===== config.mk =====
export PLATFORM = sky130hd
export DESIGN_NAME = vga_text_pixel_pipe
export DESIGN_NICKNAME = d
export VERILOG_FILES = /design/src/rtl/vga_text_pixel_pipe.sv
export SDC_FILE = /design/constraint.sdc
export NUM_CORES = 1
export LEC_CHECK = 0
export CORE_ASPECT_RATIO = 2
export CORE_MARGIN = 3
export CORE_UTILIZATION = 49
export DETAILED_ROUTE_END_ITERATION = 12
export PLACE_DENSITY = 0.86
export SYNTH_ARGS = -nofsm -noshare
export SYNTH_HDL_FRONTEND = slang
export SYNTH_SLANG_ARGS = --single-unit

===== constraint.sdc =====
create_clock -name CLK -period 3.5 [get_ports CLK]
set_input_delay 0.7 -clock CLK [delete_from_list [all_inputs] [get_ports CLK]]
set_output_delay 0.7 -clock CLK [all_outputs]
set_load 0.02 [all_outputs]

===== src/rtl/vga_text_pixel_pipe.sv =====
// Text-mode pixel pipeline: VRAM fetch -> font lookup -> palette colour, 4 CLK from draw_x/draw_y to RGB/hs/vs.
// No backpressure: advances every CLK; palette is latched on the vs_in falling edge so a frame never tears.
module vga_text_pixel_pipe #(
    parameter int COLS = 80,
    parameter int ROWS = 30
) (
    input  logic        CLK,
    input  logic        RESET,
    input  logic [9:0]  draw_x,
    input  logic [9:0]  draw_y,
    input  logic        blank_in,
    input  logic        hs_in,
    input  logic        vs_in,
    output logic [9:0]  vram_addr,
    input  logic [31:0] vram_rdata,
    input  logic [31:0] ctrl_reg,
    output logic [10:0] font_addr,
    input  logic [7:0]  font_data,
    output logic [3:0]  red,
    output logic [3:0]  green,
    output logic [3:0]  blue,
    output logic        hs,
    output logic        vs,
    output logic        frame_toggle
);

    logic [6:0]  col_w;
    logic [5:0]  row_w;
    logic [11:0] idx_w;
    logic        oob_w;
    logic [7:0]  byte_w;
    logic        on_w;
    logic        vs_fall_w;
    logic [11:0] pix_d;
    logic        unused_ctrl;

    // S1 sideband
    logic [9:0]  vram_addr_q;
    logic [1:0]  byte_sel_q1, byte_sel_q2;
    logic [3:0]  grow_q1, grow_q2;
    logic [2:0]  bit_q1, bit_q2, bit_q3;
    logic        oob_q1, oob_q2, oob_q3;
    logic        blank_q1, blank_q2, blank_q3;
    logic        hs_q1, hs_q2, hs_q3, hs_q;
    logic        vs_q1, vs_q2, vs_q3, vs_q;
    logic        inv_q3;
    logic [10:0] font_addr_q;
    logic [11:0] pix_q;
    logic [11:0] fg_q, bg_q;
    logic        vs_prev_q;
    logic        toggle_q;

    assign col_w  = draw_x[9:3];
    assign row_w  = draw_y[9:4];
    // row*80 as shifts; out-of-range rows may wrap but are masked by oob
    assign idx_w  = {row_w, 6'b0} + {2'b0, row_w, 4'b0} + {5'b0, col_w};
    assign oob_w  = (32'(col_w) >= COLS) || (32'(row_w) >= ROWS);
    assign byte_w = vram_rdata[{byte_sel_q2, 3'b000} +: 8];
    assign on_w   = font_data[~bit_q3] ^ inv_q3;
    assign vs_fall_w = vs_prev_q & ~vs_in;
    assign pix_d  = (!blank_q3 || oob_q3) ? 12'h000 : (on_w ? fg_q : bg_q);
    assign unused_ctrl = ^{ctrl_reg[31:25], ctrl_reg[0]};

    always_ff @(posedge CLK or negedge RESET) begin
        if (!RESET) begin
            vram_addr_q <= '0;
            byte_sel_q1 <= '0;
            byte_sel_q2 <= '0;
            grow_q1     <= '0;
            grow_q2     <= '0;
            bit_q1      <= '0;
            bit_q2      <= '0;
            bit_q3      <= '0;
            oob_q1      <= 1'b0;
            oob_q2      <= 1'b0;
            oob_q3      <= 1'b0;
            blank_q1    <= 1'b0;
            blank_q2    <= 1'b0;
            blank_q3    <= 1'b0;
            hs_q1       <= 1'b1;
            hs_q2       <= 1'b1;
            hs_q3       <= 1'b1;
            hs_q        <= 1'b1;
            vs_q1       <= 1'b1;
            vs_q2       <= 1'b1;
            vs_q3       <= 1'b1;
            vs_q        <= 1'b1;
            inv_q3      <= 1'b0;
            font_addr_q <= '0;
            pix_q       <= '0;
            fg_q        <= '0;
            bg_q        <= '0;
            vs_prev_q   <= 1'b1;
            toggle_q    <= 1'b0;
        end else begin
            vram_addr_q <= oob_w ? 10'd0 : idx_w[11:2];
            byte_sel_q1 <= idx_w[1:0];
            grow_q1     <= draw_y[3:0];
            bit_q1      <= draw_x[2:0];
            oob_q1      <= oob_w;
            blank_q1    <= blank_in;
            hs_q1       <= hs_in;
            vs_q1       <= vs_in;

            byte_sel_q2 <= byte_sel_q1;
            grow_q2     <= grow_q1;
            bit_q2      <= bit_q1;
            oob_q2      <= oob_q1;
            blank_q2    <= blank_q1;
            hs_q2       <= hs_q1;
            vs_q2       <= vs_q1;

            font_addr_q <= {byte_w[6:0], grow_q2};
            inv_q3      <= byte_w[7];
            bit_q3      <= bit_q2;
            oob_q3      <= oob_q2;
            blank_q3    <= blank_q2;
            hs_q3       <= hs_q2;
            vs_q3       <= vs_q2;

            pix_q       <= pix_d;
            hs_q        <= hs_q3;
            vs_q        <= vs_q3;

            // S4 above still sees the old palette on the latch cycle
            vs_prev_q   <= vs_in;
            if (vs_fall_w) begin
                fg_q     <= ctrl_reg[24:13];
                bg_q     <= ctrl_reg[12:1];
                toggle_q <= ~toggle_q;
            end
        end
    end

    assign vram_addr    = vram_addr_q;
    assign font_addr    = font_addr_q;
    assign red          = pix_q[11:8];
    assign green        = pix_q[7:4];
    assign blue         = pix_q[3:0];
    assign hs           = hs_q;
    assign vs           = vs_q;
    assign frame_toggle = toggle_q;

endmodule


==> run metrics, run 1 <==
vias in the first global route=2,922; initial standard-cell utilization of the core=50.8%; count of input and output buffers=124; source of the critical timing path=draw_x[9]; Fmax=0.350 GHz; worst setup path end=vram_addr[8]; number of synthesized register bits=94; floorplan die height=132 um; final-layout setup total negative slack=0 ns; gate family responsible for the most delay along the worst path=adder cells; Crit-path slowest cell=sky130_fd_sc_hd__fa_1; worst reg2reg path depth=3; cell occurring most often along the worst timing path=sky130_fd_sc_hd__inv_1; post-route antenna net violation count=0; source of the worst register-to-register timing path=inv_q3; setup slack after layout=0.642 ns; Overall Power=2.84 mW; antenna violations before repair=0; count of inserted antenna diode cells=0; final count of pins violating max slew=0; gate count of the mapped netlist=282; clock tree root driver cell=sky130_fd_sc_hd__clkbuf_16; result of the run=completed; Layout area overhead=43.3%; YS warnings=0; die area=9040 um2; # hold bufs at CTS=0; Worst setup SP type=input pin; post-synth net total=392; TritonCTS Buffers=9; leakage power=2.40 nW; layout cell share with drive strength beyond 1=15.6%; minimum setup slack after placement=0.301 ns; path length in cells of the critical path=9; wire per inst=17.3 um; class of the tightest hold or removal check=flip-flop to flip-flop; critical hold path startpoint=bit_q1[0]; number of nets in the layout=516; CTS sink count=94; most instantiated flip-flop cell in the synthesis netlist=sky130_fd_sc_hd__dfrtp_1; maximum buffer depth of the clock tree=2; grt ovf=0; number of primary I/O pins=133; CTS tree=yes; fraction of the yosys area taken by sequential cells=61.2%; largest vdd supply drop=412 uV; Worst Skew=0.00845 ns; number of buffers and inverters on the critical path=3; crit path DAT=3.12 ns; floorplan row count=45; drt first pass iters=4; clock transition at the registers of the reported paths=0.07 ns; die width=68.8 um; number of H-tree levels=3; DRC violations left=0; Mean Syn Cell Area=13.7 um2; Crit path required time=3.76 ns; DP HPWL=6550 um; Total Wirelength=8720 um; count of vias placed by the detailed router=2,619; clock period minus worst slack=2.86 ns; critical path cell sequence=clkdlybuf4s50_1 > inv_1 > fa_1 > inv_1 > ha_1 > a211oi_1 > o21bai_1 > a21oi_1 > mux2i_1; distinct cell type count of the synthesized netlist=32; most repeated cell in the gate-level netlist after synthesis=sky130_fd_sc_hd__dfrtp_1; critical path peak fanout=2; count of cells resized by post-cts repair=0; most area-consuming cells after synthesis=sky130_fd_sc_hd__dfrtp_1, sky130_fd_sc_hd__mux2_2, sky130_fd_sc_hd__dfstp_2, sky130_fd_sc_hd__a211o_1, sky130_fd_sc_hd__mux4_2; top cells by instance count after synthesis=sky130_fd_sc_hd__dfrtp_1, sky130_fd_sc_hd__nand2_1, sky130_fd_sc_hd__nand2b_1; drt initial violations=243; pin count of the biggest net entering global routing=49; Post-CTS Setup Bufs=0; core region area=7600 um2; FFs w/ async S/R, synth=100%; worst slew pin tran=1.16 ns; RD Place Congestion=0.781; power per cell area=513 nW/um2; final number of setup-violating endpoints=0; Worst setup EP type=flip-flop; critical path class=input pin to flip-flop; Period Utilization, post-route=81.6%; reg-to-reg endpoint=pix_q[5]; clock insertion delay at the later pin of the skew report=0.34 ns; post-synthesis instance area=3860 um2; first-pass GRT wire length=13,700 um; utilization after layout=72.8%; library cell occupying the most area in the post-synthesis netlist=sky130_fd_sc_hd__dfrtp_1; number of flops mapped to enable cells by yosys=0; share of Yosys cell area claimed by the top area cell type=55.8%; Max transition margin=22.6%; average via count per standard cell=5.19; reg2reg setup slack=1.69 ns; aggregate global-route resource usage=21.0%; final hold vios=0; delay of the slowest critical-path stage=0.59 ns; number of violations of the max-capacitance limit=0; unrepaired setup endpoints after global routing=no
==> how the worst min path moves through the flow <==
stage               cells past startpoint  slack (ns)    endpoint
global placement                        0        0.33      oob_q3
finish                                  0        0.34   bit_q2[0]
floorplan                               0        0.33   bit_q2[0]
CTS                                     0        0.35   bit_q2[0]
detailed placement                      0        0.33  grow_q2[0]
global route                            0        0.35   bit_q2[0]
==> flip-flops by register name, summed over array words and instances (netlist names), 2 cells and up <==
signal / count
pix_q: 12
bit_q2: 3
vram_addr: 10
bg_q: 12
byte_sel_q1: 2
font_addr: 11
byte_sel_q2: 2
grow_q2: 4
grow_q1: 4
fg_q: 12
bit_q1: 3
bit_q3: 3
==> cells by family after synthesis <==
| group | synth area share (%) |
|---|---|
| AO/OA/AOI/OAI | 7.30 |
| XOR/XNOR | 0.227 |
| adder cells (fa/ha/maj) | 4.60 |
| buffers and inverters | 2.46 |
| flip-flops | 61.2 |
| multiplexers | 13.9 |
| AND/OR/NAND/NOR | 10.2 |
==> layout by cell type, fill, tap and decap left out, types with 2 or more instances in the layout <==
master                            count
sky130_fd_sc_hd__nor2b_1              2
sky130_fd_sc_hd__mux4_1               2
sky130_fd_sc_hd__mux2i_1              2
sky130_fd_sc_hd__o21ai_0              2
sky130_fd_sc_hd__ha_1                11
sky130_fd_sc_hd__a211o_1             22
sky130_fd_sc_hd__dfstp_2              8
sky130_fd_sc_hd__dfrtp_1             86
sky130_fd_sc_hd__and2_1               4
sky130_fd_sc_hd__nand2_1             37
sky130_fd_sc_hd__clkinv_4             2
sky130_fd_sc_hd__mux4_2               8
sky130_fd_sc_hd__buf_4                5
sky130_fd_sc_hd__fa_1                 2
sky130_fd_sc_hd__a211o_2              2
sky130_fd_sc_hd__clkdlybuf4s50_1    123
sky130_fd_sc_hd__bufinv_16            3
sky130_fd_sc_hd__nor2_1               4
sky130_fd_sc_hd__mux2_2              24
sky130_fd_sc_hd__inv_1                8
sky130_fd_sc_hd__clkbuf_16            9
sky130_fd_sc_hd__o21a_1               2
sky130_fd_sc_hd__nand2b_1            26
sky130_fd_sc_hd__nor3_1               4
sky130_fd_sc_hd__a211oi_1             2
==> area by class of cell <==
class	instances	area, um2
Sequential cell	94	2360
Clock inverter	6	119
Timing Repair Buffer	128	1270
Fill cell	527	2070
Tap cell	94	118
Inverter	8	30.0
Multi-Input combinational cell	165	1400
Clock buffer	10	229
==> per-layer routing <==
layer  global-route usage, %  part of all wire, %
met2                    39.3                   61
met3                    5.82                  4.9
met5                       0                    0
met1                    18.7                   31
met4                    10.4                  3.5
==> per-stage QoR <==
stage	hold WS, ns	std cells	instance area [um2]
after floorplan	0.331	282	3860
after global placement	0.331	489	5180
after detailed placement	0.335	489	5180
after CTS	0.348	505	5530
after global routing	0.352	505	5530
final	0.344	505	5530
==> report_power, final <==
part	switching [mW]	internal, mW	total (mW)
clock	0.410	0.705	1.12
sequential	0.0687	1.19	1.26
combinational	0.199	0.266	0.464
total	0.677	2.16	2.84
No activity file was read; power rests on OpenSTA's default activity.
==> run 2, diff against run 1 <==
Settings changed: CORE_UTILIZATION 49 to 41, PLACE_DENSITY 0.86 to 0.76.
Clock period 3.5 ns to 2.4 ns, I/O delays scaled along.
==> run metrics, run 2 (same netlist as run 1, synthesis figures left out) <==
Total Wirelength=8530 um (-2.2%); initial standard-cell utilization of the core=42.5% (-8.2 points); worst slew pin tran=0.968 ns (-0.194 ns); Crit path required time=2.63 ns (-1.13 ns); fillers=743 (+41%); part of the total power dissipated in the clock network=35.5% (-3.8 points); final instance area=5600 um2 (+1.2%); crit path DAT=2.56 ns (-0.56 ns); registers with the most flip-flops=bg_q: 12 flops, fg_q: 12 flops, pix_q: 12 flops; Post-CTS Setup Bufs=0 (unchanged); Period Utilization, post-route=97.1%; final hold vios=0 (unchanged); average via count per standard cell=5.09 (-1.9%); die width=74.6 um (+8.5%); Worst setup SP type=input pin; CTS tree=yes; pin count of the biggest net entering global routing=49 (unchanged); clock tree root driver cell=sky130_fd_sc_hd__clkbuf_16; CTS sink count=94 (unchanged); critical path peak fanout=2 (unchanged); Max transition margin=35.5% (+13 points); most frequent cells in the layout=sky130_fd_sc_hd__clkdlybuf4s50_1, sky130_fd_sc_hd__dfrtp_1, sky130_fd_sc_hd__nand2_1; largest vdd supply drop=373 uV (-9.5%); power per cell area=701 nW/um2 (+37%); TritonCTS Buffers=9 (unchanged); wire per inst=16.4 um (-5.2%); number of H-tree levels=3 (unchanged); core region area=9070 um2 (+19%); floorplan die height=143 um (+8.9%); class of the tightest hold or removal check=input pin to async pin; grt ovf=0 (unchanged); multi-input gate area in the final layout=1430 um2 (+1.6%); maximum buffer depth of the clock tree=2 (unchanged); leakage power=2.43 nW (+1.2%); most common cell after layout, fill and taps aside=sky130_fd_sc_hd__clkdlybuf4s50_1; count of input and output buffers=124 (unchanged); net load switching power=1.04 mW (+54%); number of violations of the max-capacitance limit=0 (unchanged); Worst Skew=0.00707 ns (-0.00138 ns); portion of total power attributed to sequential cells=46.1% (+1.8 points); switching share of total power=26.5% (+2.7 points); antenna violations before repair=0 (unchanged); cell internal pwr=2.88 mW (+34%); drt initial violations=139 (-43%); Overall Power=3.92 mW (+38%); Comb power frac=18.4% (+2.0 points); DP HPWL=6620 um (+1.2%); Worst setup EP type=flip-flop; RD Place Congestion=0.740 (-5.3%); final number of setup-violating endpoints=0 (unchanged); clock insertion delay at the later pin of the skew report=0.34 ns (about the same); floorplan row count=49 (+8.9%); unrepaired setup endpoints after global routing=no; final count of pins violating max slew=0 (unchanged); die area=10,700 um2 (+18%); drt first pass iters=4 (unchanged); DRC violations left=0 (unchanged); source of the critical timing path=draw_y[6]; area after detailed placement=5280 um2 (+1.8%); first-pass GRT wire length=13,000 um (-4.5%); source of the worst register-to-register timing path=bit_q3[1]; number of primary I/O pins=133 (unchanged); post-route antenna net violation count=0 (unchanged); aggregate global-route resource usage=16.6% (-4.3 points); result of the run=completed; vias in the first global route=2,795 (-4.3%); number of nets in the layout=524 (+1.6%); layout cell share with drive strength beyond 1=18.4% (+2.8 points); count of inserted antenna diode cells=0 (unchanged); clock period minus worst slack=2.33 ns; area occupied by registers=2360 um2 (unchanged); Fmax=0.429 GHz; clock transition at the registers of the reported paths=0.07 ns (about the same); critical path class=input pin to flip-flop; count of vias placed by the detailed router=2,651 (+1.2%); Layout area overhead=45.0%
==> run 2: what timing repair did <==
action | in CTS | in global routing
hold buffers | 0 | 0
setup endpoints to repair | 1 | 3
resized for setup | 1 | 3
pin swaps | 0 | 7
==> run 2: power groups by stage <==
stage / clock [mW] / sequential, mW / combinational (mW)
after floorplan: 0 / 1.89 / 0.289
after global placement: 0 / 1.83 / 0.699
after detailed placement: 0 / 1.84 / 0.722
after CTS: 1.43 / 1.81 / 0.728
after global routing: 1.51 / 1.83 / 0.782
final: 1.39 / 1.81 / 0.721
==> run 2: path summary, 6_finish.rpt <==
kind / end / slack [ns] / cells after the start
setup reg to reg: pix_q[11] / 0.67 / 4
hold reg to reg: oob_q2 / 0.35 / 0
min in group CLK: oob_q2 / 0.35 / 0
hold / removal: font_addr[0] / 0.12 / 1
max in group asynchronous: pix_q[7] / 1.64 / 2
setup / recovery: vram_addr[9] / 0.07 / 9
==> run 2: stage by stage <==
stage | hold WS (ns) | util, % | worst slack (ns) | setup TNS, ns | cells
after floorplan | 0.184 | - | 0.190 | 0 | 282
after global placement | 0.332 | 58.2 | -0.368 | -1.19 | 505
after detailed placement | 0.336 | 58.2 | -0.419 | -1.40 | 505
after CTS | 0.140 | 61.5 | 0.0213 | 0 | 521
after global routing | 0.159 | 61.7 | 0.00175 | 0 | 521
final | 0.124 | 61.7 | 0.0703 | 0 | 521
==> run 2: per-layer routing <==
metal	wire length, um	part of all wire (%)	track usage (%)
met1	2660	31	14.6
met4	211	2.5	7.60
met3	346	4.1	4.65
met5	0	0	0
met2	5310	62	32.5
==> run 2: critical path: stages <==
cell	delay [ns]
sky130_fd_sc_hd__clkdlybuf4s50_1	0.47
sky130_fd_sc_hd__inv_1	0.06
sky130_fd_sc_hd__fa_1	0.55
sky130_fd_sc_hd__buf_4	0.12
sky130_fd_sc_hd__fa_2	0.21
sky130_fd_sc_hd__nor2b_2	0.05
sky130_fd_sc_hd__o21a_1	0.19
sky130_fd_sc_hd__o21a_1	0.19
sky130_fd_sc_hd__o31a_1	0.23
==> run 2: cell type report <==
cell class	instances	share of cell area, %
multi-input combinational	165	25.5
sequential	94	42.2
clock buffer	9	4.02
inverter	8	0.537
tap	102	2.28
timing repair buffer	136	24.2
clock inverter	7	1.27
